$ cat config.mk
export PLATFORM = sky130hd
export DESIGN_NAME = ram_burst_master
export DESIGN_NICKNAME = d
export VERILOG_FILES = /design/src/rtl/ram_burst_master.sv
export SDC_FILE = /design/constraint.sdc
export NUM_CORES = 1
export LEC_CHECK = 0
export BUFFER_PORTS_ARGS = -buffer_cell sky130_fd_sc_hd__buf_2
export CAP_MARGIN = 30
export CELL_PAD_IN_SITES_DETAIL_PLACEMENT = 1
export CELL_PAD_IN_SITES_GLOBAL_PLACEMENT = 1
export CORE_UTILIZATION = 36
export CTS_BUF_LIST = sky130_fd_sc_hd__clkbuf_16
export DETAILED_ROUTE_END_ITERATION = 16
export GPL_ROUTABILITY_DRIVEN = 0
export GPL_TIMING_DRIVEN = 0
export PLACE_DENSITY_LB_ADDON = 0.1
export SYNTH_ARGS = -nofsm -noshare
export SYNTH_HDL_FRONTEND = slang
export SYNTH_SLANG_ARGS = --single-unit
$ cat constraint.sdc
create_clock -name clk -period 3.65 [get_ports clk]
set_input_delay 0.5475 -clock clk [delete_from_list [all_inputs] [get_ports clk]]
set_output_delay 0.5475 -clock clk [all_outputs]
set_load 0.05 [all_outputs]
$ cat src/rtl/ram_burst_master.sv
// Burst initiator for a single-port write-first RAM: accepts a command
// (direction, base, length) and sequences RAM accesses behind valid/ready streams.
module ram_burst_master #(
  parameter int ADDR_W = 5,
  parameter int DATA_W = 4
) (
  input  logic              clk,
  input  logic              rst_n,
  input  logic              cmd_valid,
  output logic              cmd_ready,
  input  logic              cmd_write,
  input  logic [ADDR_W-1:0] cmd_addr,
  input  logic [ADDR_W-1:0] cmd_len,
  input  logic [DATA_W-1:0] wr_data,
  input  logic              wr_valid,
  output logic              wr_ready,
  output logic [DATA_W-1:0] rd_data,
  output logic              rd_valid,
  input  logic              rd_ready,
  output logic              busy,
  output logic              done,
  output logic              ram_en,
  output logic              ram_we,
  output logic [ADDR_W-1:0] ram_addr,
  output logic [DATA_W-1:0] ram_di,
  input  logic [DATA_W-1:0] ram_do
);

  typedef enum logic [1:0] {ST_IDLE, ST_WRITE, ST_READ} state_t;

  state_t            state_reg, state_next;
  logic [ADDR_W-1:0] addr_reg, addr_next;
  logic [ADDR_W-1:0] remaining_reg, remaining_next;
  logic              rd_valid_reg, rd_valid_next;
  logic              done_reg, done_next;
  logic              first_reg, first_next;
  logic              en_int, we_int, rd_hs;

  always_ff @(posedge clk) begin
    if (!rst_n) begin
      state_reg     <= ST_IDLE;
      addr_reg      <= '0;
      remaining_reg <= '0;
      rd_valid_reg  <= 1'b0;
      done_reg      <= 1'b0;
      first_reg     <= 1'b0;
    end else begin
      state_reg     <= state_next;
      addr_reg      <= addr_next;
      remaining_reg <= remaining_next;
      rd_valid_reg  <= rd_valid_next;
      done_reg      <= done_next;
      first_reg     <= first_next;
    end
  end

  always_comb begin
    state_next     = state_reg;
    addr_next      = addr_reg;
    remaining_next = remaining_reg;
    rd_valid_next  = rd_valid_reg;
    done_next      = 1'b0;
    first_next     = first_reg;
    en_int         = 1'b0;
    we_int         = 1'b0;
    rd_hs          = 1'b0;
    cmd_ready      = 1'b0;
    wr_ready       = 1'b0;
    case (state_reg)
      ST_IDLE: begin
        cmd_ready = 1'b1;
        if (cmd_valid) begin
          addr_next      = cmd_addr;
          remaining_next = cmd_len;
          first_next     = !cmd_write;
          state_next     = cmd_write ? ST_WRITE : ST_READ;
        end
      end
      ST_WRITE: begin
        wr_ready = 1'b1;
        en_int   = wr_valid;
        we_int   = wr_valid;
        if (wr_valid) begin
          addr_next = addr_reg + 1'b1;
          if (remaining_reg == '0) begin
            state_next = ST_IDLE;
            done_next  = 1'b1;
          end else begin
            remaining_next = remaining_reg - 1'b1;
          end
        end
      end
      ST_READ: begin
        rd_hs  = rd_valid_reg && rd_ready;
        // Issue the next read only when the current beat leaves, so a stalled
        // beat keeps the RAM output (and rd_data) frozen.
        en_int = first_reg || (rd_hs && remaining_reg != '0);
        if (en_int) begin
          addr_next     = addr_reg + 1'b1;
          rd_valid_next = 1'b1;
          first_next    = 1'b0;
        end else if (rd_hs) begin
          rd_valid_next = 1'b0;
        end
        if (rd_hs) begin
          if (remaining_reg == '0) begin
            state_next = ST_IDLE;
            done_next  = 1'b1;
          end else begin
            remaining_next = remaining_reg - 1'b1;
          end
        end
      end
      default: state_next = ST_IDLE;
    endcase
  end

  // Reset gates the enables directly so the reset cycle itself never touches RAM.
  assign ram_en   = en_int && rst_n;
  assign ram_we   = we_int && rst_n;
  assign ram_addr = addr_reg;
  assign ram_di   = wr_data;
  assign rd_data  = ram_do;
  assign rd_valid = rd_valid_reg;
  assign busy     = (state_reg != ST_IDLE);
  assign done     = done_reg;

endmodule

==> impl_metrics.csv <==
group,metric,value,unit
status,outcome,"complete, no violations",
yosys,ys_ff_latch,15,
worst_setup_path,worst_ep_required_time,3100,ps
detailed_routing,drcViolationCount,0,
floorplan,start_util,38.1,%
timing,setup_viol,0,
yosys,synth_nets,163,
yosys,synth_cell_types,37,
hold_path,holdPathStages,2,
floorplan,num_rows,19,
yosys,synth_cells,133,
layout,antennaDiodeCount,0,
place,hpwl,2310,um
pwr,ir_drop,0.725,mV
yosys,synth_area,1060,um2
pwr,p_per_area,1010,nW/um2
detailed_routing,avgViaCountPerCell,5.59,
global_routing,grt_overflow,0,
clocking,clock-sinks,15,
detailed_routing,drt_iter0_drc,17,
timing,relSlewSlack,51.9,%
clocking,htree_levels,1,
clocking,clkLatencyLatePin,250,ps
yosys,synth_top_area_share,28.3,%
clocking,clockBufferDepth,2,
flow_run,max_cap_violations,0,
global_routing,grt_pass1_vias,1150,
timing,fin_crit_sh,74.9,%
detailed_routing,ant_nets,0,
yosys,synth_area_leaders,"dfxtp_1, ha_1, buf_4",
layout,nNetsFinal,203,
timing,fmax,366,MHz
layout,areaGrowthSynthToFinish,27.6,%
clocking,path_clk_slew,50,ps
detailed_routing,post_drt_wl_per_cell,15.3,um
clocking,cts_hold_buf,0,
clocking,cts_setup_buffers,0,
hold_path,hp-class,"reg -> reg",
floorplan,dieArea,3170,um2
timing,hold_violations,0,
pwr,totalPowerFinal,1.36,mW
floorplan,ios,44,
global_routing,antenna_found_initial,0,
detailed_routing,firstDrtPassIters,4,
layout,drive_gt1_share,29.1,%
global_routing,grt_max_degree,11,
worst_setup_path,reg2reg_depth,7,
global_routing,grt_pass1_wl,5130,um
floorplan,chipHeight,56.3,um
yosys,ys.flop_type,"dfxtp_1",
clocking,cts_tree,"built",
clocking,root_buffer,"clkbuf_16",
global_routing,grt_use_total,20.7,%
yosys,synth_area_per_cell,7.98,um2
timing,final_max_slew_viol_count,0,
worst_setup_path,criticalPathCategory,"reg -> out",
worst_setup_path,end_kind,"primary output",
layout,finish.utilization,48.7,%
worst_setup_path,crit_fanout,10,
timing,max_slew.worst_pin.slew,712,ps
clocking,numCtsBuffers,3,
detailed_routing,vias,1134,
yosys,yosysSeqAreaShare,28.3,%
place,portBuffers,35,
worst_setup_path,arrival,2190,ps
detailed_routing,totalWireLength,3100,um
timing,fin_crit,2730,ps
yosys,synth_area_leader_cell,"dfxtp_1",
floorplan,dieWidth,56.3,um
timing,rsz0062_at_grt,"false",
yosys,yosys_warnings,0,
yosys,synth_edf_count,0,
clocking,cts_resized,0,
timing,tns,0,ps
timing,finClkSkew,2.66,ps
pwr,p_leak,0.619,nW
yosys,synth_async_sr_flop_share,0,%
floorplan,placeableCoreArea,2780,um2
timing,holdWs,485,ps
worst_setup_path,startpoint_type,"flip-flop",
[logic make-up after synthesis]
group                    share of synthesized area [%]
AO/OA/AOI/OAI                                     22.5
adder cells (fa/ha/maj)                           7.08
buffers and inverters                             10.3
flip-flops                                        28.3
multiplexers                                      4.72
AND/OR/NAND/NOR                                   27.1
[area by class of cell]
cell class,instances,area [um2]
well taps,31,38.8
flip-flops and latches,15,300
multi-input cells,97,652
inverters,8,30.0
fillers,363,1430
plain buffers,13,78.8
clock buffers,3,75.1
clock inverters,1,3.75
repair buffers,35,175
[worst max-delay path, stage by stage, from the launching register on]
cell	delay, ps
dfxtp_1	380
inv_1	90
ha_1	470
clkbuf_1	440
nand2_1	150
a21oi_1	130
buf_2	270
[cells in the mapped netlist, drive strengths merged, types with 3 or more instances]
cell and n:
nand3 6, ha 6, o21ai 6, nor3 4, inv 8, a21oi 8
clkbuf 5, nor2b 8, nand2 11, nor2 10, mux2i 5, o31ai 3
o311ai 3, buf 8, dfxtp 15
[through the flow]
step                cells  worst slack (ps)  area, um2
finish                203               917       1350
global route          203               716       1350
CTS                   203               908       1350
detailed placement    199              1220       1270
global placement      199              1230       1270
floorplan             133              1130       1060
[per-layer routing]
layer / global-route usage [%] / routed length, um / up-vias
met1: 25.5 / 1330 / 530
met3: 3.00 / 144 / 7
met5: 0 / 0 / -
met2: 36.2 / 1550 / 45
met4: 8.36 / 74 / 0
li1: - / - / 552
[placed cells by master (no fill, tap or decap), types with 2 or more instances in the layout]
master     instances
and2_1             2
dfxtp_1           15
clkbuf_1           5
nand2_1           11
nor2b_1            8
buf_2             35
nand3b_1           2
inv_1              9
clkbuf_16          3
buf_4              8
ha_1               6
nor2_1            10
a21oi_1            8
a31oi_1            2
nor3_1             4
o31ai_1            3
nand3_1            6
nand4b_1           2
o21ai_0            6
or3_1              2
mux2i_1            5
o311ai_0           3
[where the power goes]
group | switching (mW) | internal [mW]
registers | 0.0544 | 0.223
clock network | 0.0725 | 0.146
logic | 0.577 | 0.290
total | 0.704 | 0.659
[worst paths after layout]
check	endpoint	from	slack, ps
max	ram_en	state_reg[0]	920
max reg2reg	remaining_reg[3]	state_reg[0]	1410
min	remaining_reg[1]	remaining_reg[1]	490
min reg2reg	remaining_reg[1]	remaining_reg[1]	490
(Power assumes the default switching activity.)
